$ cat src/rtl/bpu_mode_ctrl.sv
// Mode controller for the BPU predictor bank: fixed selection or auto trial/commit/run.
// Optional free-running branch/mispredict counters are enabled by defining BPU_PERF_CNT_EN.
module bpu_mode_ctrl #(
  parameter int EPOCH_LEN = 64,
  parameter int RUN_LEN   = 1024,
  parameter int CNT_W     = 16
) (
  input  logic       clk_i,
  input  logic       rst_i,
  input  logic       br_resolve_EX,
  input  logic       mispredict_EX,
  input  logic       cfg_we_i,
  input  logic       cfg_auto_i,
  input  logic [1:0] cfg_sel_i,
  output logic [3:0] predictor_en_o,
  output logic       switch_flush_o,
  output logic [1:0] cur_sel_o,
  output logic [1:0] state_o
`ifdef BPU_PERF_CNT_EN
  ,
  output logic [31:0] perf_br_o,
  output logic [31:0] perf_miss_o
`endif
);

  typedef enum logic [1:0] {
    ST_FIXED = 2'd0,
    ST_TRIAL = 2'd1,
    ST_RUN   = 2'd2
  } state_e;

  state_e           state;
  state_e           nxt_state;
  logic [1:0]       cur_sel;
  logic [1:0]       nxt_sel;
  logic [1:0]       slot;
  logic [1:0]       best;
  logic [CNT_W-1:0] epoch_cnt;
  logic [CNT_W-1:0] run_cnt;
  logic [CNT_W-1:0] miss       [4];
  logic [CNT_W-1:0] miss_final [4];
  logic [CNT_W-1:0] best_val;
  logic             br_hit;
  logic             miss_inc;
  logic             epoch_done;
  logic             run_done;

  // A cfg write in the same cycle as a resolved branch swallows the branch.
  assign br_hit     = br_resolve_EX & ~cfg_we_i;
  assign miss_inc   = br_hit & mispredict_EX & (state == ST_TRIAL) & (miss[slot] != '1);
  assign epoch_done = br_hit & (state == ST_TRIAL) & (epoch_cnt == CNT_W'(EPOCH_LEN - 1));
  assign run_done   = br_hit & (state == ST_RUN)   & (run_cnt   == CNT_W'(RUN_LEN - 1));

  // Miss counts including the current branch, so slot 3's final branch takes part in the commit.
  always_comb begin
    for (int i = 0; i < 4; i++) begin
      miss_final[i] = miss[i];
      if (miss_inc && (slot == 2'(i))) miss_final[i] = miss[i] + 1'b1;
    end
    best     = 2'd0;
    best_val = miss_final[0];
    for (int i = 1; i < 4; i++) begin
      if (miss_final[i] < best_val) begin
        best     = 2'(i);
        best_val = miss_final[i];
      end
    end
  end

  // NOTE: every variable assigned in always_comb gets a default first, so no latch is inferred.
  always_comb begin
    nxt_state = state;
    nxt_sel   = cur_sel;
    if (cfg_we_i) begin
      nxt_state = cfg_auto_i ? ST_TRIAL : ST_FIXED;
      nxt_sel   = cfg_auto_i ? 2'd0 : cfg_sel_i;
    end else if (epoch_done) begin
      nxt_state = (slot == 2'd3) ? ST_RUN : ST_TRIAL;
      nxt_sel   = (slot == 2'd3) ? best : slot + 2'd1;
    end else if (run_done) begin
      nxt_state = ST_TRIAL;
      nxt_sel   = 2'd0;
    end
  end

  // NOTE: sequential state uses non-blocking assignments only, so every register sees pre-edge values.
  always_ff @(posedge clk_i) begin
    if (rst_i) begin
      state          <= ST_FIXED;
      cur_sel        <= 2'd2;
      predictor_en_o <= 4'b0100;
      switch_flush_o <= 1'b0;
      slot           <= 2'd0;
      epoch_cnt      <= '0;
      run_cnt        <= '0;
      // NOTE: the four miss counters are tiny and must start at zero, so they are reset explicitly.
      for (int i = 0; i < 4; i++) miss[i] <= '0;
    end else begin
      state          <= nxt_state;
      cur_sel        <= nxt_sel;
      predictor_en_o <= 4'b0001 << nxt_sel;
      switch_flush_o <= (nxt_sel != cur_sel);
      if (cfg_we_i) begin
        slot      <= 2'd0;
        epoch_cnt <= '0;
        run_cnt   <= '0;
        if (cfg_auto_i) for (int i = 0; i < 4; i++) miss[i] <= '0;
      end else if (br_hit) begin
        case (state)
          ST_TRIAL: begin
            for (int i = 0; i < 4; i++) miss[i] <= miss_final[i];
            if (epoch_done) begin
              epoch_cnt <= '0;
              slot      <= slot + 2'd1;
              run_cnt   <= '0;
            end else begin
              epoch_cnt <= epoch_cnt + 1'b1;
            end
          end
          ST_RUN: begin
            if (run_done) begin
              run_cnt   <= '0;
              epoch_cnt <= '0;
              slot      <= 2'd0;
              for (int i = 0; i < 4; i++) miss[i] <= '0;
            end else begin
              run_cnt <= run_cnt + 1'b1;
            end
          end
          default: ;
        endcase
      end
    end
  end

  assign cur_sel_o = cur_sel;
  assign state_o   = state;

`ifdef BPU_PERF_CNT_EN
  // Free-running: counted in every state, including cfg-write cycles.
  always_ff @(posedge clk_i) begin
    if (rst_i) begin
      perf_br_o   <= '0;
      perf_miss_o <= '0;
    end else begin
      if (br_resolve_EX)                  perf_br_o   <= perf_br_o + 32'd1;
      if (br_resolve_EX && mispredict_EX) perf_miss_o <= perf_miss_o + 32'd1;
    end
  end
`endif

endmodule

$ cat config.mk
export PLATFORM = sky130hd
export DESIGN_NAME = bpu_mode_ctrl
export DESIGN_NICKNAME = d
export VERILOG_FILES = /design/src/rtl/bpu_mode_ctrl.sv
export SDC_FILE = /design/constraint.sdc
export NUM_CORES = 1
export LEC_CHECK = 0
export CAP_MARGIN = 10
export CELL_PAD_IN_SITES_DETAIL_PLACEMENT = 0
export CELL_PAD_IN_SITES_GLOBAL_PLACEMENT = 1
export CORE_ASPECT_RATIO = 1.25
export CORE_MARGIN = 5
export CORE_UTILIZATION = 30
export DETAILED_ROUTE_END_ITERATION = 8
export PLACE_DENSITY = 0.6
export RECOVER_POWER = 50
export SLEW_MARGIN = 20
export SYNTH_ARGS = -nofsm -noshare
export SYNTH_HDL_FRONTEND = slang
export SYNTH_SLANG_ARGS = --single-unit
$ cat constraint.sdc
create_clock -name clk_i -period 18.24 [get_ports clk_i]
set_input_delay 2.736 -clock clk_i [delete_from_list [all_inputs] [get_ports clk_i]]
set_output_delay 2.736 -clock clk_i [all_outputs]
set_load 0.005 [all_outputs]
==> reports/qor.yml, run 1 <==
status: "finished, violations left"
violations: "max-capacitance violations, max-slew violations"
root_buffer: "clkbuf_16"
ys.flop_type: "dfxtp_1"
leakagePower_nw: 3.25
grt_setup_unrepaired: "no"
finalHoldViolations: 0
dp_cells: 1203
gp_congestion: 0.852
setup_tns_ns: 0
cts_resized: 0
fin_crit_sh_pct: 70.3
io_buffers: 16
syn2layout_area_growth_pct: 10.2
via_per_inst: 5.01
cts_sinks: 109
drive_gt1_share_pct: 5.15
drc: 0
maxCapViolations: 2
dpl_cell_area_um2: 7710
cp-start-kind: "primary input"
fin_nets: 950
finalSetupViolations: 0
synth_top_area_share_pct: 25.6
p_clk_share_pct: 42.1
drt_iter0_markers: 311
fin_cells: 1219
synthCells: 897
powerDensity_nw_per_um2: 62.8
track_usage_pct: 14.6
worst_pin_slew_ns: 2.38
ant_nets: 0
syn_area_per_cell_um2: 8.11
final_max_slew_viol_count: 60
ys_ff_latch: 109
synth_cell_type_count: 64
cts_buffers: 9
yosysMostFrequentCell: "nor2_1"
grt_pass1_wl_mm: 31.8
path_max_fanout: 26
critPathCaptureType: "flip-flop"
yosysSeqAreaShare_pct: 32.2
swShare_pct: 27.7
vias: 6102
yosys-top-cells-count: "nor2_1, nand2_1, dfxtp_1"
synth_top_area_cell: "dfxtp_1"
ys.warnings.count: 0
crit_top_cell: "a21o_1"
h-tree-depth: 3
clk_path_buf_depth: 2
synth_area_leaders: "dfxtp_1, ha_1, edfxtp_1, nor2_1, xnor2_1"
initial_core_util_pct: 30.5
slowest_stage: "nor4b_1"
diodes: 0
clk_pin_slew_ns: 0.09
internal_power_uw: 364
synth_edf_count: 16
fin_area_um2: 8020
die_area_um2: 27500
fin_crit_ns: 12.82
die_w_um: 149
core-area_um2: 23800
clk-insertion-delay-late_ns: 0.37
placementRows: 63
async_flop_share_pct: 0
max_freq_mhz: 78.0
cts_setup_buffers: 0
grt_antenna_before_repair: 0
synth_area_um2: 7270
grt_max_degree: 34
power_uw: 504
ff_latch_area_um2: 2340
vdd_drop_max_v: 0.0000401
cts_tree: "done"
skew_ns: 0.0191
first_pass_iters: 5
wl_mm: 19.6
wl_per_cell_um: 16.1
synth_nets: 958
p_sw_uw: 139
path_class: "primary input to flip-flop"
die_h_um: 184
combPwrFrac_pct: 8.3
nFillCells: 2635
p_seq_share_pct: 49.5
cts-hold-fix-buffers: 0
grt-ovfl-total: 0
worstPathRequired_ns: 18.54
grt_pass1_vias: 6051
multiInputGateArea_um2: 4660
slowest_delay_ns: 0.76
ios: 17
arrival_ns: 13.12
place_hpwl_mm: 14.9
hp-class: "flip-flop to flip-flop"
relSlewSlack_pct: -59.4
## cell usage in the layout, fill, tap and decap left out, types with 18 or more instances in the layout
cell | netlist | final
a21oi_1 | 36 | 37
nor2b_1 | 19 | 19
inv_1 | 30 | 30
nor3_1 | 21 | 21
nand2_1 | 99 | 99
xnor2_1 | 49 | 49
o21ai_0 | 52 | 52
a22oi_1 | 18 | 18
xor2_1 | 39 | 39
nand4_1 | 30 | 30
ha_1 | 53 | 53
a21o_1 | 22 | 22
nor2_1 | 120 | 119
nand3_1 | 20 | 20
dfxtp_1 | 93 | 93
## final timing paths
check	from	endpoint	slack, ns	cells past startpoint
worst min-delay path	run_cnt[9]$_SDFFE_PP0P_	run_cnt[9]$_SDFFE_PP0P_	0.49	2
worst max register to register	flip-flop	switch_flush_o$_SDFF_PP0_	7.96	40
worst max-delay path	cfg_we_i	switch_flush_o$_SDFF_PP0_	5.42	41
worst min register to register	run_cnt[9]$_SDFFE_PP0P_	run_cnt[9]$_SDFFE_PP0P_	0.49	2
## layout make-up
class / count / share of cell area (%)
Inverter: 30 / 1.40
Tap cell: 325 / 5.07
Timing Repair Buffer: 18 / 2.19
Clock inverter: 7 / 1.17
Multi-Input combinational cell: 721 / 58.1
Clock buffer: 9 / 2.81
Sequential cell: 109 / 29.2
## logic make-up (layout without fill, tap and decap cells)
kind of cell / Yosys count / in the layout / synth area share (%)
multiplexers: 14 / 14 / 2.06
AND/OR/NAND/NOR: 403 / 403 / 28.0
adder cells (fa/ha/maj): 53 / 53 / 9.12
buffers and inverters: 67 / 64 / 3.66
flip-flops: 109 / 109 / 32.2
AO/OA/AOI/OAI: 163 / 163 / 14.4
XOR/XNOR: 88 / 88 / 10.6
## routing by layer
metal | vias up | global-route usage (%) | part of all wire (%)
li1 | 3139 | - | -
met3 | 28 | 2.00 | 2.4
met2 | 77 | 26.7 | 51
met1 | 2858 | 17.3 | 43
met4 | 0 | 5.38 | 2.7
met5 | - | 0 | 0
## registers in the layout (all words and copies together) (netlist names), named ones only
register / flops
predictor_en_o: 4
state_o: 2
slot: 2
epoch_cnt: 16
miss: 64
cur_sel_o: 2
run_cnt: 16
switch_flush_o: 1
## worst max-delay path: cells and delay by family
kind,cells,cell delay [ns]
fa+ha+maj,3,0.89
buf+inv,3,0.91
compound gates,24,5.44
simple gates,11,3.15
## metrics by stage
stage          worst slack (ns)  hold WS, ns  util, %
4_1_cts                    5.80        0.488     33.7
3_3_place_gp               5.39        0.469     32.4
2_1_floorplan              7.39        0.458        -
5_1_grt                    4.42        0.524     33.7
3_5_place_dp               5.46        0.475     32.4
6_report                   5.42        0.486     33.7
## power by group through the flow
| stage | Sequential [mW] | Clock, mW | Combinational (mW) |
|---|---|---|---|
| floorplan | 0.255 | 0 | 0.0289 |
| global placement | 0.255 | 0 | 0.0436 |
| detailed placement | 0.255 | 0 | 0.0433 |
| CTS | 0.250 | 0.221 | 0.0436 |
| global route | 0.250 | 0.230 | 0.0483 |
| finish | 0.250 | 0.212 | 0.0419 |
Power figures use the tool's default switching activity.
==> inputs of run 2 (changes only) <==
==> constraint.sdc (replaced) <==
create_clock -name clk_i -period 12.18 [get_ports clk_i]
set_input_delay 1.827 -clock clk_i [delete_from_list [all_inputs] [get_ports clk_i]]
set_output_delay 1.827 -clock clk_i [all_outputs]
set_load 0.005 [all_outputs]
==> reports/qor.yml, run 2 (synthesized netlist as in run 1, its figures left out) <==
status: "finished, violations left"
violations: "max-capacitance violations, max-slew violations"
slowest_delay_ns: 0.61  # -0.15 ns
fin_hold_ws_ns: 0.489  # +0.00271 ns
maxCapViolations: 2  # unchanged
final_cell_mix: "nor2_1, nand2_1, dfxtp_1, ha_1, o21ai_0"
slowest_stage: "nor4_1"
die_area_um2: 27500  # unchanged
path_max_fanout: 31  # +19%
io_buffers: 16  # unchanged
worst_pin_slew_ns: 2.70  # +0.316 ns
relSlewSlack_pct: -80.5  # -21 points
first_pass_iters: 4  # -1
grt_pass1_wl_mm: 32.2  # +1.2%
cts-hold-fix-buffers: 0  # unchanged
cts_sinks: 109  # unchanged
grt_antenna_before_repair: 0  # unchanged
critPathCaptureType: "flip-flop"
die_w_um: 149  # unchanged
diodes: 0  # unchanged
wl_per_cell_um: 15.9  # -1.2%
fin_area_um2: 8040  # +0.33%
dp_slack_ns: 0.424  # -5.04 ns
grt_setup_unrepaired: "no"
placementRows: 63  # unchanged
cts_tree: "done"
multiInputGateArea_um2: 4670  # +0.24%
finalSetupViolations: 0  # unchanged
final_common_cell: "nor2_1"
drt_iter0_markers: 298  # -4.2%
grt_pass1_vias: 6192  # +2.3%
reg_top3: "miss (64), epoch_cnt (16), run_cnt (16)"
worstPathRequired_ns: 12.47  # -6.07 ns
clk_path_buf_depth: 2  # unchanged
drc: 0  # unchanged
hp-class: "flip-flop to flip-flop"
cts_buffers: 9  # unchanged
cts_resized: 0  # unchanged
ant_nets: 0  # unchanged
die_h_um: 184  # unchanged
syn2layout_area_growth_pct: 10.6
power_uw: 742  # +47%
gp_congestion: 0.822  # -3.4%
nFillCells: 2666  # +1.2%
initial_core_util_pct: 30.5  # unchanged
track_usage_pct: 14.7  # +0.12 points
clk_pin_slew_ns: 0.08  # about the same
via_per_inst: 5.00  # -0.16%
final_max_slew_viol_count: 61  # +1.7%
place_hpwl_mm: 14.9  # -0.11%
vias: 6112  # +0.16%
grt-ovfl-total: 0  # unchanged
cts_setup_buffers: 0  # unchanged
cp-start-kind: "primary input"
path_class: "primary input to flip-flop"
drive_gt1_share_pct: 5.79  # +0.65 points
regMostFlops: "miss"
vdd_drop_max_v: 0.0000636  # +59%
ff_latch_area_um2: 2340  # unchanged
largest_reg_flops: 64  # unchanged
h-tree-depth: 3  # unchanged
arrival_ns: 11.56  # -1.56 ns
powerDensity_nw_per_um2: 92.3  # +47%
max_freq_mhz: 88.7
wl_mm: 19.5  # -0.88%
crit_top_cell: "a21o_1"
ios: 17  # unchanged
fin_crit_ns: 11.27
setup_tns_ns: 0  # unchanged
core-area_um2: 23800  # unchanged
finalHoldViolations: 0  # unchanged
clk-insertion-delay-late_ns: 0.37  # about the same
setup_slack_ns: 0.911  # -4.51 ns
dpl_cell_area_um2: 7740  # +0.32%
root_buffer: "clkbuf_16"
grt_max_degree: 34  # unchanged
skew_ns: 0.0131  # -0.00601 ns
fin_nets: 954  # +0.42%
leakagePower_nw: 3.27  # +0.52%
fin_crit_sh_pct: 92.5
## run 2: cell count changes in the layout (fill, tap and decap cells not counted), moves of 2 or more
cell      previous run  this run
inv_8                4         1
inv_6                0         2
and2_1              16        18
buf_4                2         6
clkinv_4             0         2
and2_0               4         2
## run 2: worst paths after layout
check,start,end,slack [ns],cells after the start
worst max-delay path,cfg_we_i,switch_flush_o$_SDFF_PP0_,0.91,43
worst max register to register,miss[1][8]$_SDFFE_PP0P_,switch_flush_o$_SDFF_PP0_,2.38,40
worst min register to register,run_cnt[9]$_SDFFE_PP0P_,run_cnt[9]$_SDFFE_PP0P_,0.49,2
worst min-delay path,run_cnt[9]$_SDFFE_PP0P_,run_cnt[9]$_SDFFE_PP0P_,0.49,2
## run 2: area by class of cell
type                            instances  area share (%)
Multi-Input combinational cell        721            58.1
Sequential cell                       109            29.1
Tap cell                              325            5.06
Clock buffer                            9            2.80
Timing Repair Buffer                   22            2.55
Inverter                               30            1.40
Clock inverter                          7           0.980
## run 2: worst max-delay path: cells and delay by family
| kind | cells | cell delay [ns] |
|---|---|---|
| and+or+nand+nor | 10 | 2.51 |
| AOI/OAI and AO/OA | 26 | 5.47 |
| buffers and inverters | 3 | 0.65 |
| adders and majority gates | 3 | 0.95 |
| xor gates and xnor gates | 1 | 0.15 |
## run 2: per-layer routing
metal | share of wire [%] | track usage [%] | vias to the layer above
met4 | 1.9 | 4.51 | 0
met3 | 1.8 | 2.02 | 20
met2 | 53 | 27.7 | 50
li1 | - | - | 3143
met1 | 44 | 17.1 | 2899
met5 | 0 | 0 | -
## run 2: report_power, final
part	switching, mW	total, mW	internal (mW)	leakage [nW]
Combinational	0.0376	0.0630	0.0254	2.20
Sequential	0.00397	0.374	0.370	0.922
Clock	0.159	0.306	0.146	0.148
Total	0.201	0.742	0.541	3.27
## run 2: per-stage QoR
stage	util (%)	instances
2_1_floorplan	-	897
3_3_place_gp	32.5	1207
3_5_place_dp	32.5	1207
4_1_cts	33.8	1223
5_1_grt	33.8	1223
6_report	33.8	1223
==> inputs of run 3 (changes only) <==
--- a/config.mk
+++ b/config.mk
@@ -11,6 +11,7 @@
 export CORE_ASPECT_RATIO = 1.25
 export CORE_MARGIN = 5
 export CORE_UTILIZATION = 30
+export CTS_CLUSTER_DIAMETER = 150
 export DETAILED_ROUTE_END_ITERATION = 8
 export PLACE_DENSITY = 0.6
 export RECOVER_POWER = 50
==> results of run 3 <==
No change in the layout: final DEF, timing and power equal those of run 2.
